$ cat src/rtl/rom_dl_router_if.sv
`default_nettype none
// ============================================================================
// Module      : rom_dl_router_if
// Description : Bundle of the hps_io ioctl signals, the per-port address
//               windows, the SDRAM write-port toggle handshakes, the DIP
//               switch bank and the sticky error flags of rom_dl_router.
//               master : the surrounding system (hps_io, SDRAM ports, config)
//               slave  : the router itself
// Revision    : 1.0 - initial release
// ============================================================================
interface rom_dl_router_if #(
  parameter int NUM_PORTS = 2
);
  // hps_io download side
  logic                      ioctl_download;
  logic                      ioctl_wr;
  logic [24:0]               ioctl_addr;
  logic [7:0]                ioctl_dout;
  logic [7:0]                ioctl_index;
  logic                      ioctl_wait;
  // per-port address windows, 25 bits per port, inclusive bounds
  logic [NUM_PORTS*25-1:0]   region_base;
  logic [NUM_PORTS*25-1:0]   region_end;
  // SDRAM write ports (toggle handshake)
  logic [NUM_PORTS-1:0]      port_req;
  logic [NUM_PORTS-1:0]      port_ack;
  logic [NUM_PORTS*24-1:0]   port_a;
  logic [NUM_PORTS*2-1:0]    port_ds;
  logic [NUM_PORTS*16-1:0]   port_d;
  // DIP switch bytes and sticky status
  logic [63:0]               dip_sw;
  logic                      err_timeout;
  logic                      err_overrun;

  modport master (
    output ioctl_download, ioctl_wr, ioctl_addr, ioctl_dout, ioctl_index,
    output region_base, region_end, port_ack,
    input  ioctl_wait, port_req, port_a, port_ds, port_d,
    input  dip_sw, err_timeout, err_overrun
  );

  modport slave (
    input  ioctl_download, ioctl_wr, ioctl_addr, ioctl_dout, ioctl_index,
    input  region_base, region_end, port_ack,
    output ioctl_wait, port_req, port_a, port_ds, port_d,
    output dip_sw, err_timeout, err_overrun
  );
endinterface
`default_nettype wire

$ cat src/rtl/rom_dl_router.sv
`default_nettype none
// ============================================================================
// Module      : rom_dl_router
// Description : ROM-download dispatcher from hps_io ioctl writes to up to
//               four SDRAM write ports. Each port owns an inclusive address
//               window with its own base; a byte landing in a window is
//               presented as a 16-bit word write (address relative to the
//               window base, one-hot byte lane) and the port's toggle
//               request flips. Writes to DIP_INDEX at addresses 0..7 are
//               captured into the 64-bit dip_sw bank.
//
//               Optional feature macro: DL_ROUTER_WAIT_EN
//                 defined   : ack-wait FSM, ioctl_wait backpressure, ack
//                             timeout counter, sticky err_timeout and
//                             err_overrun flags.
//                 undefined : fire-and-forget; every ROM write toggles,
//                             port_ack ignored, ioctl_wait and both error
//                             flags tied low.
//
// Ports       : clk_sys - single clock, rising edge
//               reset   - asynchronous, active-high, clears all state
//               bus     - rom_dl_router_if.slave (ioctl in / wait out,
//                         windows, port req/ack/a/ds/d, dip_sw, errors)
// Revision    : 1.0 - initial release
// ============================================================================
module rom_dl_router #(
  parameter int          NUM_PORTS   = 2,    // 1..4
  parameter int unsigned ROM_INDEX   = 0,
  parameter int unsigned DIP_INDEX   = 254,
  parameter int unsigned ACK_TIMEOUT = 255   // 1..65535
) (
  input  wire logic      clk_sys,
  input  wire logic      reset,
  rom_dl_router_if.slave bus
);

  localparam logic [7:0] C_ROM_IDX = 8'(ROM_INDEX);
  localparam logic [7:0] C_DIP_IDX = 8'(DIP_INDEX);

  // --------------------------------------------------------------------------
  // Registered state
  // --------------------------------------------------------------------------
  logic                    wr_last_q,  wr_last_d;
  logic [NUM_PORTS-1:0]    port_req_q, port_req_d;
  logic [NUM_PORTS*24-1:0] port_a_q,   port_a_d;
  logic [NUM_PORTS*2-1:0]  port_ds_q,  port_ds_d;
  logic [NUM_PORTS*16-1:0] port_d_q,   port_d_d;
  logic [63:0]             dip_sw_q,   dip_sw_d;

  // --------------------------------------------------------------------------
  // Event decode
  // --------------------------------------------------------------------------
  logic                 wr_event;
  logic                 rom_event;
  logic                 dip_event;
  logic [NUM_PORTS-1:0] hit;
  logic                 issue;      // launch a write to every hit port

  assign wr_event  = bus.ioctl_wr & ~wr_last_q;
  assign rom_event = wr_event & bus.ioctl_download & (bus.ioctl_index == C_ROM_IDX);
  // DIP bytes arrive regardless of the download level
  assign dip_event = wr_event & (bus.ioctl_index == C_DIP_IDX) &
                     (bus.ioctl_addr[24:3] == 22'd0);

  // Inclusive unsigned window compare over the full 25 bits, so a window
  // ending at 25'h1FFFFFF matches its last byte without wrapping.
  always_comb begin
    hit = '0;
    for (int p = 0; p < NUM_PORTS; p++) begin
      hit[p] = (bus.ioctl_addr >= bus.region_base[p*25 +: 25]) &&
               (bus.ioctl_addr <= bus.region_end[p*25 +: 25]);
    end
  end

`ifdef DL_ROUTER_WAIT_EN
  // --------------------------------------------------------------------------
  // Ack-wait FSM
  // --------------------------------------------------------------------------
  typedef enum logic [0:0] {
    ST_IDLE     = 1'b0,
    ST_WAIT_ACK = 1'b1
  } state_t;

  localparam logic [15:0] C_TMO = 16'(ACK_TIMEOUT);

  state_t               state_q, state_d;
  logic [15:0]          tmo_cnt_q, tmo_cnt_d;
  logic [NUM_PORTS-1:0] pend_q, pend_d;      // ports launched by the last write
  logic                 dl_last_q, dl_last_d;
  logic                 err_timeout_q, err_timeout_d;
  logic                 err_overrun_q, err_overrun_d;
  logic                 dl_rise;
  logic                 all_acked;
  logic [15:0]          tmo_cnt_inc;

  assign dl_rise     = bus.ioctl_download & ~dl_last_q;
  // Only ports that took part in the current write need a matching ack;
  // ports left hanging by an earlier timeout do not block later writes.
  assign all_acked   = &(~pend_q | ~(bus.port_ack ^ port_req_q));
  assign tmo_cnt_inc = tmo_cnt_q + 16'd1;

  always_comb begin
    state_d   = state_q;
    tmo_cnt_d = tmo_cnt_q;
    pend_d    = pend_q;
    dl_last_d = bus.ioctl_download;
    issue     = 1'b0;
    // A new download session starts with clean flags; a flag raised on the
    // same edge still wins below.
    err_timeout_d = dl_rise ? 1'b0 : err_timeout_q;
    err_overrun_d = dl_rise ? 1'b0 : err_overrun_q;

    case (state_q)
      ST_IDLE: begin
        if (rom_event && (hit != '0)) begin
          issue     = 1'b1;
          pend_d    = hit;
          tmo_cnt_d = 16'd0;
          state_d   = ST_WAIT_ACK;
        end
      end
      ST_WAIT_ACK: begin
        // A ROM write while busy is dropped and flagged
        if (rom_event) begin
          err_overrun_d = 1'b1;
        end
        tmo_cnt_d = tmo_cnt_inc;
        // Ack wins over a timeout reached on the same edge
        if (all_acked) begin
          state_d = ST_IDLE;
        end else if (tmo_cnt_inc == C_TMO) begin
          state_d       = ST_IDLE;
          err_timeout_d = 1'b1;
        end
      end
      default: state_d = ST_IDLE;
    endcase
  end

  always_ff @(posedge clk_sys or posedge reset) begin
    if (reset) begin
      state_q       <= ST_IDLE;
      tmo_cnt_q     <= 16'd0;
      pend_q        <= '0;
      dl_last_q     <= 1'b0;
      err_timeout_q <= 1'b0;
      err_overrun_q <= 1'b0;
    end else begin
      state_q       <= state_d;
      tmo_cnt_q     <= tmo_cnt_d;
      pend_q        <= pend_d;
      dl_last_q     <= dl_last_d;
      err_timeout_q <= err_timeout_d;
      err_overrun_q <= err_overrun_d;
    end
  end

  assign bus.ioctl_wait  = (state_q == ST_WAIT_ACK);
  assign bus.err_timeout = err_timeout_q;
  assign bus.err_overrun = err_overrun_q;
`else
  // --------------------------------------------------------------------------
  // Fire-and-forget: every ROM write with at least one hit is launched
  // --------------------------------------------------------------------------
  logic            unused_ack;
  localparam int unsigned unused_ack_timeout = ACK_TIMEOUT;

  assign unused_ack      = ^bus.port_ack;
  assign issue           = rom_event & (hit != '0);
  assign bus.ioctl_wait  = 1'b0;
  assign bus.err_timeout = 1'b0;
  assign bus.err_overrun = 1'b0;
`endif

  // --------------------------------------------------------------------------
  // Port datapath and DIP capture
  // --------------------------------------------------------------------------
  always_comb begin
    logic [24:0] off_v;
    wr_last_d  = bus.ioctl_wr;
    port_req_d = port_req_q;
    port_a_d   = port_a_q;
    port_ds_d  = port_ds_q;
    port_d_d   = port_d_q;
    dip_sw_d   = dip_sw_q;
    off_v      = 25'd0;

    if (issue) begin
      for (int p = 0; p < NUM_PORTS; p++) begin
        if (hit[p]) begin
          off_v               = bus.ioctl_addr - bus.region_base[p*25 +: 25];
          port_a_d[p*24 +: 24] = off_v[24:1];
          // Odd byte goes to the upper lane
          port_ds_d[p*2 +: 2]  = {off_v[0], ~off_v[0]};
          port_d_d[p*16 +: 16] = {bus.ioctl_dout, bus.ioctl_dout};
          port_req_d[p]        = ~port_req_q[p];
        end
      end
    end

    if (dip_event) begin
      dip_sw_d[{bus.ioctl_addr[2:0], 3'b000} +: 8] = bus.ioctl_dout;
    end
  end

  always_ff @(posedge clk_sys or posedge reset) begin
    if (reset) begin
      wr_last_q  <= 1'b0;
      port_req_q <= '0;
      port_a_q   <= '0;
      port_ds_q  <= '0;
      port_d_q   <= '0;
      dip_sw_q   <= 64'd0;
    end else begin
      wr_last_q  <= wr_last_d;
      port_req_q <= port_req_d;
      port_a_q   <= port_a_d;
      port_ds_q  <= port_ds_d;
      port_d_q   <= port_d_d;
      dip_sw_q   <= dip_sw_d;
    end
  end

  assign bus.port_req = port_req_q;
  assign bus.port_a   = port_a_q;
  assign bus.port_ds  = port_ds_q;
  assign bus.port_d   = port_d_q;
  assign bus.dip_sw   = dip_sw_q;

endmodule
`default_nettype wire

$ cat src/flat_wrapper.sv
// flat-port wrapper written by rule: the top's interface ports become plain ports
module rom_dl_router_flat 
#(
  parameter int          NUM_PORTS   = 2,           
  parameter int unsigned ROM_INDEX   = 0,
  parameter int unsigned DIP_INDEX   = 254,
  parameter int unsigned ACK_TIMEOUT = 255              
)
  (clk_sys, reset, bus_ioctl_download, bus_ioctl_wr, bus_ioctl_addr, bus_ioctl_dout, bus_ioctl_index, bus_region_base, bus_region_end, bus_port_ack, bus_ioctl_wait, bus_port_req, bus_port_a, bus_port_ds, bus_port_d, bus_dip_sw, bus_err_timeout, bus_err_overrun);
  rom_dl_router_if #(.NUM_PORTS(NUM_PORTS)) bus_i ();
  input  wire logic clk_sys;
  input  wire logic reset;
  input wire logic [$bits(bus_i.ioctl_download)-1:0] bus_ioctl_download;
  input wire logic [$bits(bus_i.ioctl_wr)-1:0] bus_ioctl_wr;
  input wire logic [$bits(bus_i.ioctl_addr)-1:0] bus_ioctl_addr;
  input wire logic [$bits(bus_i.ioctl_dout)-1:0] bus_ioctl_dout;
  input wire logic [$bits(bus_i.ioctl_index)-1:0] bus_ioctl_index;
  input wire logic [$bits(bus_i.region_base)-1:0] bus_region_base;
  input wire logic [$bits(bus_i.region_end)-1:0] bus_region_end;
  input wire logic [$bits(bus_i.port_ack)-1:0] bus_port_ack;
  output wire logic [$bits(bus_i.ioctl_wait)-1:0] bus_ioctl_wait;
  output wire logic [$bits(bus_i.port_req)-1:0] bus_port_req;
  output wire logic [$bits(bus_i.port_a)-1:0] bus_port_a;
  output wire logic [$bits(bus_i.port_ds)-1:0] bus_port_ds;
  output wire logic [$bits(bus_i.port_d)-1:0] bus_port_d;
  output wire logic [$bits(bus_i.dip_sw)-1:0] bus_dip_sw;
  output wire logic [$bits(bus_i.err_timeout)-1:0] bus_err_timeout;
  output wire logic [$bits(bus_i.err_overrun)-1:0] bus_err_overrun;
  assign bus_i.ioctl_download = bus_ioctl_download;
  assign bus_i.ioctl_wr = bus_ioctl_wr;
  assign bus_i.ioctl_addr = bus_ioctl_addr;
  assign bus_i.ioctl_dout = bus_ioctl_dout;
  assign bus_i.ioctl_index = bus_ioctl_index;
  assign bus_i.region_base = bus_region_base;
  assign bus_i.region_end = bus_region_end;
  assign bus_i.port_ack = bus_port_ack;
  assign bus_ioctl_wait = bus_i.ioctl_wait;
  assign bus_port_req = bus_i.port_req;
  assign bus_port_a = bus_i.port_a;
  assign bus_port_ds = bus_i.port_ds;
  assign bus_port_d = bus_i.port_d;
  assign bus_dip_sw = bus_i.dip_sw;
  assign bus_err_timeout = bus_i.err_timeout;
  assign bus_err_overrun = bus_i.err_overrun;
  rom_dl_router #(.NUM_PORTS(NUM_PORTS), .ROM_INDEX(ROM_INDEX), .DIP_INDEX(DIP_INDEX), .ACK_TIMEOUT(ACK_TIMEOUT)) u_core (.clk_sys(clk_sys), .reset(reset), .bus(bus_i));
endmodule
$ cat config.mk
export PLATFORM = sky130hd
export DESIGN_NAME = rom_dl_router_flat
export DESIGN_NICKNAME = d
export VERILOG_FILES = /design/src/rtl/rom_dl_router_if.sv /design/src/rtl/rom_dl_router.sv /design/src/flat_wrapper.sv
export SDC_FILE = /design/constraint.sdc
export NUM_CORES = 1
export LEC_CHECK = 0
export ABC_AREA = 1
export CAP_MARGIN = 20
export CORE_ASPECT_RATIO = 2
export CORE_MARGIN = 3
export CORE_UTILIZATION = 37
export CTS_CLUSTER_SIZE = 16
export DETAILED_ROUTE_END_ITERATION = 8
export DONT_BUFFER_PORTS = 1
export SLEW_MARGIN = 10
export SYNTH_ARGS = -nofsm -noshare
export SYNTH_HDL_FRONTEND = slang
export SYNTH_SLANG_ARGS = --single-unit
$ cat constraint.sdc
create_clock -name clk_sys -period 13.6 [get_ports clk_sys]
set_clock_uncertainty 0.1 [all_clocks]
set_input_delay 2.72 -clock clk_sys [delete_from_list [all_inputs] [get_ports clk_sys]]
set_output_delay 2.72 -clock clk_sys [all_outputs]
set_load 0.01 [all_outputs]
**After elaboration in Yosys (flattened, before gate mapping)**

Cells that the tools add are included.

- Word-level logic and storage cells: 39
- Register bits: 151
- Input port bits: 147
- Output and inout bits: 153

- Shift-type cells: 2
- Bitwise gates (word level): 11
- Magnitude comparators: 4
- Mux-type cells: 1
- $add $sub $neg: 3
- Eq/ne operators: 1
- Reduce and logical (&&, ||, !) cells: 7

Operators by type and width:

| kind | number |
|---|---|
| $bwmux 64 | 1 |
| $shift 8x8->64 const A | 1 |
| $shiftx 8x8->64 | 1 |
| $ge 25x25->1 | 2 |
| $le 25x25->1 | 2 |
| $sub 25x25->25 | 2 |
| $logic_not 22->1 | 1 |
| $eq 8x8->1 const B | 1 |
| $logic_not 8->1 | 1 |
| $neg 6->8 | 1 |
| $and 1x1->1 | 6 |
| $not 1->1 | 5 |
| $reduce_and 2->1 | 2 |
| $logic_and 1x1->1 | 2 |
| $reduce_bool 2->1 | 1 |

**Longest topological paths before layout**

- Depth in word-level cells: 6
- Gate-level depth with buffers: 17
- Mapped depth without buffers: 15

**Worst setup path after synthesis**

Ideal clock, no wire load.

- Kind: in2reg
- From: in bus_ioctl_addr[0]
- To: reg u_core.port_a_q[11] (netlist: u_core.bus.port_a[11])
- Library setup time: 0.067 ns
- Stages on the path: 13
- Data required time: 13.433 ns
- Data arrival time: 4.665 ns
- Buffers on the path: 1
- Setup slack: 8.769 ns
- Path through: clkbuf_1 inv_1 ha_1 fa_1 inv_1 a21oi_1 o21ai_0 nand2_1 nand2_1 nand2_1 nand2_1 nand4_1 nand2_1

- Longest elaborated chain between the ends: 5
- Elaborated cells between the ends (all ways): 10
- Classes of those cells: add/sub: 1; order compare: 4; bitwise: 1; reduce/logical: 4

RTL lines:

| element | line | source |
|---|---|---|
| from (decl) | flat_wrapper.sv:15 | `input wire logic [$bits(bus_i.ioctl_addr)-1:0] bus_ioctl_addr;` |
| $ge 25x25->1 or $le 25x25->1 (tied branches) | rom_dl_router.sv:70, rom_dl_router.sv:71 |  |
| $logic_and 1x1->1 | rom_dl_router.sv:70 | `hit[p] = (bus.ioctl_addr >= bus.region_base[p*25 +: 25]) &&` |
| $reduce_bool 2->1 | rom_dl_router.sv:169 | `assign issue = rom_event & (hit != '0);` |
| $and 1x1->1 | rom_dl_router.sv:169 |  |
| $reduce_and 2->1 (no source line) | -- |  |
| to (signal assigned) | rom_dl_router.sv:217 | `port_a_q <= port_a_d;` |
| to (decl) | rom_dl_router.sv:45 | `logic [NUM_PORTS*24-1:0] port_a_q, port_a_d;` |

Several ways; a longest one is shown, not always the timed one.
A chain may end at the register's enable or synchronous reset.

**Final worst setup path**

- From: in bus_region_base[9]
- To: reg u_core.port_a_q[1] (netlist: u_core.bus.port_a[1])

- Longest elaborated chain between the ends: 5

RTL lines:

| element | line | source |
|---|---|---|
| from (decl) | flat_wrapper.sv:18 | `input wire logic [$bits(bus_i.region_base)-1:0] bus_region_base;` |
| $ge 25x25->1 (*) | rom_dl_router.sv:70 |  |
| $logic_and 1x1->1 (*) | rom_dl_router.sv:70 |  |
| $reduce_bool 2->1 | rom_dl_router.sv:169 |  |
| $and 1x1->1 | rom_dl_router.sv:169 |  |
| $reduce_and 2->1 (no source line) (*) | -- |  |

Mark *: on every way between the ends. The rest lies on a longest branch, timed or not.

==> reports/metrics.yaml <==
route.detailed.drc: 0
synth_most_common_cell: "nand2_1"
maxSlewViolCount: 0
synth_common_cells: "nand2_1, inv_1, dfrtp_1"
ir_worst_vdd_mv: 0.0788
syn_area_um2: 11400
min_period_ns: 5.32
yosysWarnings: 0
p_int_uw: 744
combPwrFrac_pct: 22.7
clock_path_buffers: 2
cts_hold_buf: 0
power.density_nw_per_um2: 90.8
power_leakage_uw: 0.00709
yosys-top-cells-area: "dfrtp_1, nand2_1, ha_1, inv_1, nand4_1"
dr.pass1.iters: 5
num_rows: 90
antenna_cells: 0
tns_ns: 0
utilization_pct: 40.5
rsz0062_at_grt: "false"
port_buffers: 0
holdPathEnd: "u_core.bus.port_ds[1]$_DFFE_PP0P_"
max_freq_ghz: 0.188
yosysUniqueCellTypes: 30
die_w_um: 130
vias_per_cell: 5.05
post_drt_wl_per_cell_um: 18.1
antenna_left: 0
synthArstFlopShare_pct: 100
p_sw_uw: 369
cts_buffers: 17
min_delay_path_depth: 2
tightest_slew_ns: 0.872
first_global_vias: 10300
dp_hpwl_mm: 31.7
track_usage_pct: 22.8
synth_edf_count: 0
cts_max_level: 4
holdCritPathClass: "reg -> reg"
cp.arrival_ns: 5.53
placed_cells: 2091
crit_fanout: 37
rr_startpoint: "u_core.wr_last_q$_DFF_PP0_"
syn_area_per_cell_um2: 6.42
ys_ff_latch: 135
drive_gt1_share_pct: 4.44
grt_max_degree: 80
critical_path_class: "in -> reg"
die_height_um: 254
grt_antenna_before_repair: 1
post_cts_buffers: 0
ys_dominant_reg_cell: "dfrtp_1"
period_share_pct: 39.1
outcome: "completed"
cp-start-kind: "input pin"
wl_mm: 38.4
gp_congestion: 0.934
synth_top_area_share_pct: 29.6
cts.sinks: 135
grt_first_pass_wirelength_mm: 57.1
drtIter0Drc: 428
sw_frac_of_total_pct: 33.1
ys_seq_area_share_pct: 29.6
clk_pin_slew_ns: 0.06
power_frac_clock_pct: 40.9
start_util_pct: 37.7
core_area_um2: 30300
syn_inst: 1776
relSlewSlack_pct: 41.7
ctsResizeCount: 0
io_pins: 300
fin_cells: 2125
syn_to_final_growth_pct: 7.46
seqPwrFrac_pct: 36.4
end_kind: "register"
tritoncts: "done"
nets: 1998
rr_endpoint: "u_core.bus.port_a[1]$_DFFE_PP0P_"
cp.required_ns: 13.81
vias: 10700
hp-start: "u_core.bus.port_ds[1]$_DFFE_PP0P_"
cts_root_buffer: "clkbuf_16"
clk_latency_ns: 0.42
hold_viol_final: 0
yosysTopAreaCell: "dfrtp_1"
setup_viol: 0
fp.dieArea_um2: 33100
reg2regPathDepth: 7
r2r_slack_ns: 10.95
grt_overflow_total: 0
maxCapViolCount: 0
==> layout by cell type, fill, tap and decap left out, types with 7 or more instances in the layout <==
| cell | count |
|---|---|
| o21ai_0 | 84 |
| nor3_1 | 18 |
| clkbuf_16 | 17 |
| inv_1 | 348 |
| nand3b_1 | 9 |
| dfrtp_1 | 135 |
| a21oi_1 | 45 |
| ha_1 | 105 |
| xor2_1 | 14 |
| nand3_1 | 76 |
| xnor2_1 | 11 |
| nor2_1 | 101 |
| inv_6 | 7 |
| buf_4 | 7 |
| nand2_1 | 617 |
| or2_2 | 30 |
| nand4_1 | 92 |
==> how the worst max path moves through the flow <==
stage                             startpoint                                end  slack (ns)  cells past startpoint
after floorplan                        reset   u_core.bus.dip_sw[0]$_DFFE_PP0P_        7.17                      1
after global placement    bus_region_base[9]  u_core.bus.port_a[23]$_DFFE_PP0P_        7.82                     14
after detailed placement   bus_ioctl_addr[0]  u_core.bus.port_a[25]$_DFFE_PP0P_        7.83                      8
after CTS                  bus_ioctl_addr[0]  u_core.bus.port_a[25]$_DFFE_PP0P_        8.26                      8
after global routing      bus_region_base[9]   u_core.bus.port_a[1]$_DFFE_PP0P_        7.94                     14
final                     bus_region_base[9]   u_core.bus.port_a[1]$_DFFE_PP0P_        8.28                     14
==> metal layers <==
layer  wire length [um]  GRT usage, %
met4               1940          11.1
met3               2920          6.31
met2              20300          42.9
met5                 13             0
met1              13200          22.3
==> layout make-up <==
class                   instances  area, um2
fillers                      3261      18000
multi-input cells            1231       6410
flip-flops and latches        135       3380
inverters                     350       1320
well taps                     368        460
clock buffers                  17        425
clock inverters                15        155
repair buffers                  9        108
==> state kept, by name (all words and copies together), names as in the netlist <==
signal	count
u_core.bus.port_ds	4
u_core.wr_last_q	1
u_core.bus.dip_sw	64
u_core.bus.port_d	16
u_core.bus.port_req	2
u_core.bus.port_a	48
==> power by group through the flow <==
stage                     combinational (uW)  sequential, uW  clock [uW]
final                                    252             405         455
after global routing                     288             405         481
after CTS                                253             405         463
after detailed placement                 251             412           0
after global placement                   248             412           0
after floorplan                          190             412           0
==> through the flow <==
step,worst slack (ns),total power [uW],area [um2],hold WS (ns)
floorplan,7.17,602,11400,0.409
global placement,7.82,660,11600,0.438
detailed placement,7.83,664,11600,0.437
CTS,8.26,1120,12200,0.452
global route,7.94,1170,12300,0.476
finish,8.28,1110,12300,0.446
==> critical path, stage by stage <==
cell,delay (ns)
inv_1,0.02
ha_1,0.41
nand2_1,0.14
inv_1,0.09
nand2_1,0.09
inv_1,0.12
nand2_1,0.11
nor3_1,0.18
nand3_1,0.13
nand3_2,0.09
buf_4,0.35
nand3_1,0.72
nand2_1,0.26
nand2_1,0.07
==> cells by family after synthesis <==
kind of cell	share of synthesized area, %
compound gates	6.32
xor+xnor	1.92
fa+ha+maj	11.9
buf+inv	14.3
flops	29.6
other cells	0.0329
simple gates	35.9
No activity file was read; power rests on OpenSTA's default activity.
